==> src/rtl/colorspace_inv.sv <==
// rtl/colorspace_inv.sv - full-range BT.601 YCbCr 4:4:4 to RGB converter
// Three register stages (offset/multiply, sum/round, shift/clip) under one global enable.
module colorspace_inv #(
  parameter int DW   = 12,
  parameter int FRAC = 10
) (
  input  logic          clk,
  input  logic          rst,
  input  logic          in_valid,
  output logic          in_ready,
  input  logic [DW-1:0] din0,
  input  logic [DW-1:0] din1,
  input  logic [DW-1:0] din2,
  input  logic          in_sof,
  input  logic          in_eol,
  output logic          out_valid,
  input  logic          out_ready,
  output logic [DW-1:0] dout0,
  output logic [DW-1:0] dout1,
  output logic [DW-1:0] dout2,
  output logic          out_sof,
  output logic          out_eol
);

  localparam int SW = DW + FRAC + 3;

  localparam logic signed [DW:0]   OFS  = (DW+1)'(2**(DW-1));
  localparam logic signed [SW-1:0] KRV  = SW'(1436);
  localparam logic signed [SW-1:0] KGU  = SW'(352);
  localparam logic signed [SW-1:0] KGV  = SW'(731);
  localparam logic signed [SW-1:0] KBU  = SW'(1815);
  localparam logic signed [SW-1:0] RND  = SW'(2**(FRAC-1));
  localparam logic signed [SW-1:0] MAXV = SW'(2**DW - 1);

  logic en;
  assign en       = out_ready | ~out_valid;
  assign in_ready = en;

  logic signed [DW:0]   u;
  logic signed [DW:0]   v;
  logic signed [SW-1:0] u_x;
  logic signed [SW-1:0] v_x;
  logic signed [SW-1:0] y_x;

  assign u   = $signed({1'b0, din1}) - OFS;
  assign v   = $signed({1'b0, din2}) - OFS;
  assign u_x = {{(SW-DW-1){u[DW]}}, u};
  assign v_x = {{(SW-DW-1){v[DW]}}, v};
  assign y_x = {{(SW-DW-FRAC){1'b0}}, din0, {FRAC{1'b0}}};

  logic                 s1_valid, s1_sof, s1_eol;
  logic signed [SW-1:0] s1_y, s1_rv, s1_gu, s1_gv, s1_bu;
  logic                 s2_valid, s2_sof, s2_eol;
  logic signed [SW-1:0] s2_r, s2_g, s2_b;

  // Floor-shift back to integer, then saturate to the unsigned output range.
  function automatic logic [DW-1:0] clip(input logic signed [SW-1:0] s);
    logic signed [SW-1:0] q;
    q = s >>> FRAC;
    if (q[SW-1])
      return '0;
    else if (q > MAXV)
      return '1;
    else
      return q[DW-1:0];
  endfunction

  always_ff @(posedge clk) begin
    if (rst) begin
      s1_valid  <= 1'b0;
      s2_valid  <= 1'b0;
      out_valid <= 1'b0;
      out_sof   <= 1'b0;
      out_eol   <= 1'b0;
      dout0     <= '0;
      dout1     <= '0;
      dout2     <= '0;
    end else if (en) begin
      s1_valid  <= in_valid;
      s2_valid  <= s1_valid;
      out_valid <= s2_valid;
      out_sof   <= s2_sof;
      out_eol   <= s2_eol;
      dout0     <= clip(s2_r);
      dout1     <= clip(s2_g);
      dout2     <= clip(s2_b);
    end
  end

  // Datapath payload needs no reset: it is qualified by the stage valid bits.
  always_ff @(posedge clk) begin
    if (en) begin
      s1_y   <= y_x;
      s1_rv  <= KRV * v_x;
      s1_gu  <= KGU * u_x;
      s1_gv  <= KGV * v_x;
      s1_bu  <= KBU * u_x;
      s1_sof <= in_sof;
      s1_eol <= in_eol;
      s2_r   <= s1_y + s1_rv + RND;
      s2_g   <= s1_y - s1_gu - s1_gv + RND;
      s2_b   <= s1_y + s1_bu + RND;
      s2_sof <= s1_sof;
      s2_eol <= s1_eol;
    end
  end

endmodule

==> config.mk <==
export PLATFORM = sky130hd
export DESIGN_NAME = colorspace_inv
export DESIGN_NICKNAME = d
export VERILOG_FILES = /design/src/rtl/colorspace_inv.sv
export SDC_FILE = /design/constraint.sdc
export NUM_CORES = 1
export LEC_CHECK = 0
export ABC_AREA = 1
export ABC_CLOCK_PERIOD_IN_PS = 5600
export CAP_MARGIN = 25
export CORE_UTILIZATION = 40
export DETAILED_ROUTE_END_ITERATION = 8
export PLACE_DENSITY = 0.7
export SLEW_MARGIN = 5
export SYNTH_ARGS = -nofsm -noshare
export SYNTH_HDL_FRONTEND = slang
export SYNTH_SLANG_ARGS = --single-unit
==> constraint.sdc <==
create_clock -name clk -period 5.6 [get_ports clk]
set_input_delay 0.84 -clock clk [delete_from_list [all_inputs] [get_ports clk]]
set_output_delay 0.84 -clock clk [all_outputs]
set_load 0.01 [all_outputs]
* Word-level counts from Yosys, hierarchy flattened
Index checks and enable logic that the tools add are counted.
** Operators by class
- Shift operators :: 0
- Div/mod/pow operators :: 0
- Mux-type cells :: 6
- Reductions and logical operators :: 0
- Equal/unequal tests :: 0
- Order comparisons :: 3
- Bitwise logic cells :: 2
- Add/subtract/negate cells :: 9
- Multiply operators :: 4
** Operator list (count)
- 25-bit by 11-bit adder with 25-bit output (second input constant) :: 3
- 12-bit 2-to-1 mux :: 6
- 23-bit by 25-bit adder with 25-bit output :: 2
- 15-bit by 13-bit greater-than comparator with 1-bit output (second input constant) :: 3
- 12-bit by 12-bit subtractor with 13-bit output (second input constant) :: 2
- 12-bit by 13-bit multiplier with 25-bit output (first input constant) :: 1
- 23-bit by 25-bit subtractor with 25-bit output :: 1
- 25-bit subtractor :: 1
- 11-bit by 13-bit multiplier with 24-bit output (first input constant) :: 1
- 10-bit by 13-bit multiplier with 23-bit output (first input constant) :: 1
- 5-bit by 13-bit multiplier with 18-bit output (first input constant) :: 1
- 1-bit NOT :: 1
- 1-bit OR :: 1
** Word-level totals
- Memory bits (writable) :: 0
- Memory bits (read-only) :: 0
- Latch bits :: 0
- Memories :: 0
- Output and inout port bits :: 40
- Flip-flop bits (word level) :: 225
- Word-level logic and storage cells :: 44
- Input bits :: 42

* Depth between registers and ports, before layout
- Depth in word-level cells :: 3
- Gate-level depth with buffers :: 22
- Gate-level depth less buffers :: 21

* Least setup slack after synthesis
OpenSTA, ideal clock, no wires.
- Kind :: input to register
- Start :: input din2[11]
- End :: register s1_gv[23] (data pin)
- Setup time :: 0.255 ns
- Path slack :: 0.284 ns
- Required time :: 5.345 ns
- Arrival time :: 5.061 ns
- Stages on the path :: 17
- Buffers on the path :: 1
- Path through :: buf_2 inv_1 ha_1 fa_1 inv_1 fa_1 fa_1 inv_1 fa_1 inv_1 ha_1 nand2_1 nor2_1 nand3_1 nand3b_1 nand4_1 nand2_1
** Between the ends
- Cells in the longest elaborated chain, start to end :: 2
** Ends and longest elaborated chain
- start, declared :: RTL line 13 : input logic [DW-1:0] din2,
- 12-bit by 12-bit subtractor with 13-bit output :: RTL line 46 : assign v = $signed({1'b0, din2}) - OFS;
- 11-bit by 13-bit multiplier with 24-bit output :: RTL line 96 : s1_gv <= KGV * v_x;
- end signal, assigned :: RTL line 96
- end, declared :: RTL line 52 : logic signed [SW-1:0] s1_y, s1_rv, s1_gu, s1_gv, s1_bu;
Every way passes these cells.
A chain may end at the register's enable or synchronous reset.

* Worst setup path in the final report
- Start :: input din2[7]
- End :: register s1_gv[21] (data pin)
Same word-level chain as after synthesis.

==> summary.txt <==
outcome: complete, no violations
worst slack at placement: 43.0 ps
count of antenna-violating nets left after detailed routing: 0
number of buffers inserted by hold repair at cts: 0
H-tree depth: 4
core area: 45,800 um2
vias post-DR: 14.5k
die extent in y: 218 um
critical register-to-register path startpoint: s1_y[16]$_DFFE_PP_
clock sinks: 176
number of placed I/O pins: 82
worst r2r dst: s2_g[21]$_DFFE_PP_
Hold WC Path Type: flip-flop to flip-flop
worst setup slack for register-to-register paths: 2770 ps
Reg2Reg Depth: 8
maximum clock frequency: 0.194 GHz
sum of met3 wire segment lengths after detailed routing: 1510 um
largest voltage drop on the vdd net: 0.322 mV
worst hold path stage count: 0
input/output buffers: 81
sequential fraction of design power: 20.1%
Psw: 6.58 mW
# Post-CTS Setup Buffers: 0
top layer used by detailed routing: met4
Warnings, synthesis: 0
Gate Count Post-Synth: 2,244
routed length on met2: 21,600 um
post-route setup TNS: 0 ps
Post-DP HPWL: 39,100 um
Min-Delay Startpoint: s1_eol$_DFFE_PP_
master cell of the clock root buffer: sky130_fd_sc_hd__clkbuf_16
share of total power in combinational logic: 70.4%
first drt pass iteration count: 5
critical path fanouts, max: 4
number of synthesized flops with an enable pin: 135
hold_ws: 445 ps
share of synthesized registers carrying an async set or reset: 0%
Syn Area/Cell: 8.33 um2
Least-Margin Pin Slew: 735 ps
fill cell instance count of the final layout: 4,390
TritonCTS clock tree: yes
Avg Vias per Cell: 4.88
number of nets in the synthesized netlist: 2,692
CTS clock-pin slew for the worst setup and hold paths: 70 ps
Cell Count Post-Placement: 2,937
GR Overflow Total: 0
cell internal power dissipation: 6.29 mW
share of synthesized area occupied by flip-flops and latches: 26.1%
clock latency on the worst-skew pair: 450 ps
final hold violation count: 0
Total Die Area: 47,600 um2
Final GP Congestion: 0.921
worst hold path endpoint: s2_eol$_DFFE_PP_
Iter 0 DRT Violations: 915
maximum root-to-sink buffer count: 2
data arrival time of the worst path: 5350 ps
count of state elements after synthesis: 176
Netlist Area Pre-Place: 18,700 um2
setup repair after global routing missed its margin: false
Final WS setup: 457 ps
highest-count cells in the layout ignoring fill and taps: 536 x sky130_fd_sc_hd__inv_1, 438 x sky130_fd_sc_hd__nand2_1, 242 x sky130_fd_sc_hd__ha_1
required time of the worst setup path: 5810 ps
kind of end point of the critical path: flip-flop
number of CTS-inserted buffers: 17
count of final max-slew check failures: 0
Area growth, synth to finish: 12.4%
final worst path period share: 91.8%
leading register cell type out of synthesis: sky130_fd_sc_hd__edfxtp_1
Clk pwr share: 9.5%
routed wire length: 45,500 um
final period demand of the worst path: 5140 ps
maximum number of pins on one net before global-route repair: 83
Remaining DRCs: 0
distinct cell type count of the synthesized netlist: 43
first-pass GRT wire length: 74,400 um
GRT Total Usage: 19.9%
switching portion of total power: 51.1%
sort of element at the start of the critical path: primary input
power density of the placed cells: 613 nW/um2
number of global-route vias before repair: 14.6k
number of standard cells in the final layout excluding fillers: 2,969
number of antenna cells inserted: 0
post-CTS resize count: 0
max-slew headroom at the worst pin: 51.0%
Post-Route M1 WL: 21,700 um
most frequent standard cell in the layout excluding fill and tap cells: sky130_fd_sc_hd__inv_1
share of final-layout standard cells stronger than drive strength 1: 4.39%
DIE WIDTH: 218 um
Net count, final: 2,804
number of max-capacitance violations reported: 0
effective utilization at floorplan: 40.8%
number of antenna violations at the first check in global routing: 0
Crit Path Class: primary input to flip-flop
final routed wire length divided by cell count: 15.3 um
final setup skew: 12.0 ps
leakage power: 10.8 nW
row count: 78
count of endpoints failing setup in the final report: 0
-- metrics by stage --
step	total power [mW]	util, %	area, um2
after global placement	11.5	44.6	20400
after global routing	14.3	45.9	21000
final	12.9	45.9	21000
after floorplan	9.08	-	18700
after detailed placement	11.6	44.6	20400
after CTS	12.9	45.9	21000
-- worst max-delay path, cell delays in order --
cell                              delay (ps)
sky130_fd_sc_hd__clkdlybuf4s50_1         500
sky130_fd_sc_hd__ha_1                    350
sky130_fd_sc_hd__inv_1                    90
sky130_fd_sc_hd__fa_1                    550
sky130_fd_sc_hd__inv_1                    50
sky130_fd_sc_hd__fa_1                    460
sky130_fd_sc_hd__fa_1                    550
sky130_fd_sc_hd__inv_1                    60
sky130_fd_sc_hd__fa_1                    530
sky130_fd_sc_hd__inv_1                    40
sky130_fd_sc_hd__ha_1                    340
sky130_fd_sc_hd__a21oi_1                 340
sky130_fd_sc_hd__o21ai_0                 170
sky130_fd_sc_hd__nand3b_1                230
sky130_fd_sc_hd__nand2_1                 100
sky130_fd_sc_hd__nand2_1                  50
sky130_fd_sc_hd__nand2_1                  60
sky130_fd_sc_hd__nand2_1                  50
-- power by group through the flow --
stage	logic [mW]	clock network [mW]	registers [mW]
after floorplan	6.52	0	2.57
after global placement	8.87	0	2.61
after detailed placement	8.98	0	2.62
after CTS	9.03	1.25	2.59
after global routing	10.3	1.29	2.64
final	9.07	1.22	2.58
-- logic make-up after synthesis --
family	synth area share [%]
flip-flops	26.1
AO/OA/AOI/OAI	8.71
adder cells (fa/ha/maj)	33.8
XOR/XNOR	4.12
AND/OR/NAND/NOR	16.1
buffers and inverters	11.3
-- cell type report --
cell class / instances / area, um2 / area share [%]
Clock buffer: 18 / 450 / 2.14
Clock inverter: 14 / 158 / 0.750
Inverter: 541 / 2040 / 9.69
Multi-Input combinational cell: 1510 / 11700 / 55.8
Sequential cell: 176 / 4870 / 23.2
Tap cell: 600 / 751 / 3.57
Timing Repair Buffer: 110 / 1020 / 4.87
-- registers in the layout (all words and copies together) (netlist names), 12 cells and up --
signal,count
s1_gv,24
s1_bu,18
s1_gu,16
s1_rv,16
s2_b,15
s2_g,15
s2_r,15
dout0,12
dout1,12
dout2,12
s1_y,12
-- metal layers --
layer | up-vias | global-route usage (%)
met5 | - | 0
li1 | 7306 | -
met2 | 259 | 34.1
met3 | 43 | 1.86
met1 | 6880 | 26.9
met4 | 0 | 4.76
-- cells in the mapped netlist, types with 5 or more instances --
library cell | number | share of area, %
sky130_fd_sc_hd__a21o_1 | 9 | 0.36
sky130_fd_sc_hd__a21oi_1 | 168 | 4.5
sky130_fd_sc_hd__buf_2 | 5 | 0.13
sky130_fd_sc_hd__clkbuf_1 | 11 | 0.22
sky130_fd_sc_hd__dfxtp_1 | 41 | 4.4
sky130_fd_sc_hd__edfxtp_1 | 135 | 22
sky130_fd_sc_hd__fa_1 | 164 | 18
sky130_fd_sc_hd__ha_1 | 242 | 16
sky130_fd_sc_hd__inv_1 | 537 | 11
sky130_fd_sc_hd__nand2_1 | 438 | 8.8
sky130_fd_sc_hd__nand2_2 | 10 | 0.33
sky130_fd_sc_hd__nand3_1 | 88 | 2.4
sky130_fd_sc_hd__nand4_1 | 26 | 0.87
sky130_fd_sc_hd__nor2_1 | 116 | 2.3
sky130_fd_sc_hd__nor2_2 | 5 | 0.17
sky130_fd_sc_hd__nor3_2 | 6 | 0.32
sky130_fd_sc_hd__nor4_1 | 5 | 0.17
sky130_fd_sc_hd__o21ai_0 | 93 | 2.5
sky130_fd_sc_hd__o21bai_1 | 10 | 0.40
sky130_fd_sc_hd__or2_2 | 6 | 0.20
sky130_fd_sc_hd__xnor2_1 | 31 | 1.5
sky130_fd_sc_hd__xor2_1 | 55 | 2.6
-- how the worst max path moves through the flow --
stage                        start                   to  slack, ps  cells past startpoint
after detailed placement   din2[6]  s1_gv[20]$_DFFE_PP_         40                     18
final                      din2[7]  s1_gv[21]$_DFFE_PP_        460                     18
after global placement     din2[7]  s1_gv[21]$_DFFE_PP_        120                     18
after CTS                  din2[6]  s1_gv[21]$_DFFE_PP_        500                     18
after global routing       din2[6]  s1_gv[21]$_DFFE_PP_        230                     18
after floorplan           din2[11]  s1_gv[23]$_DFFE_PP_        280                     17
(Power assumes the default switching activity.)
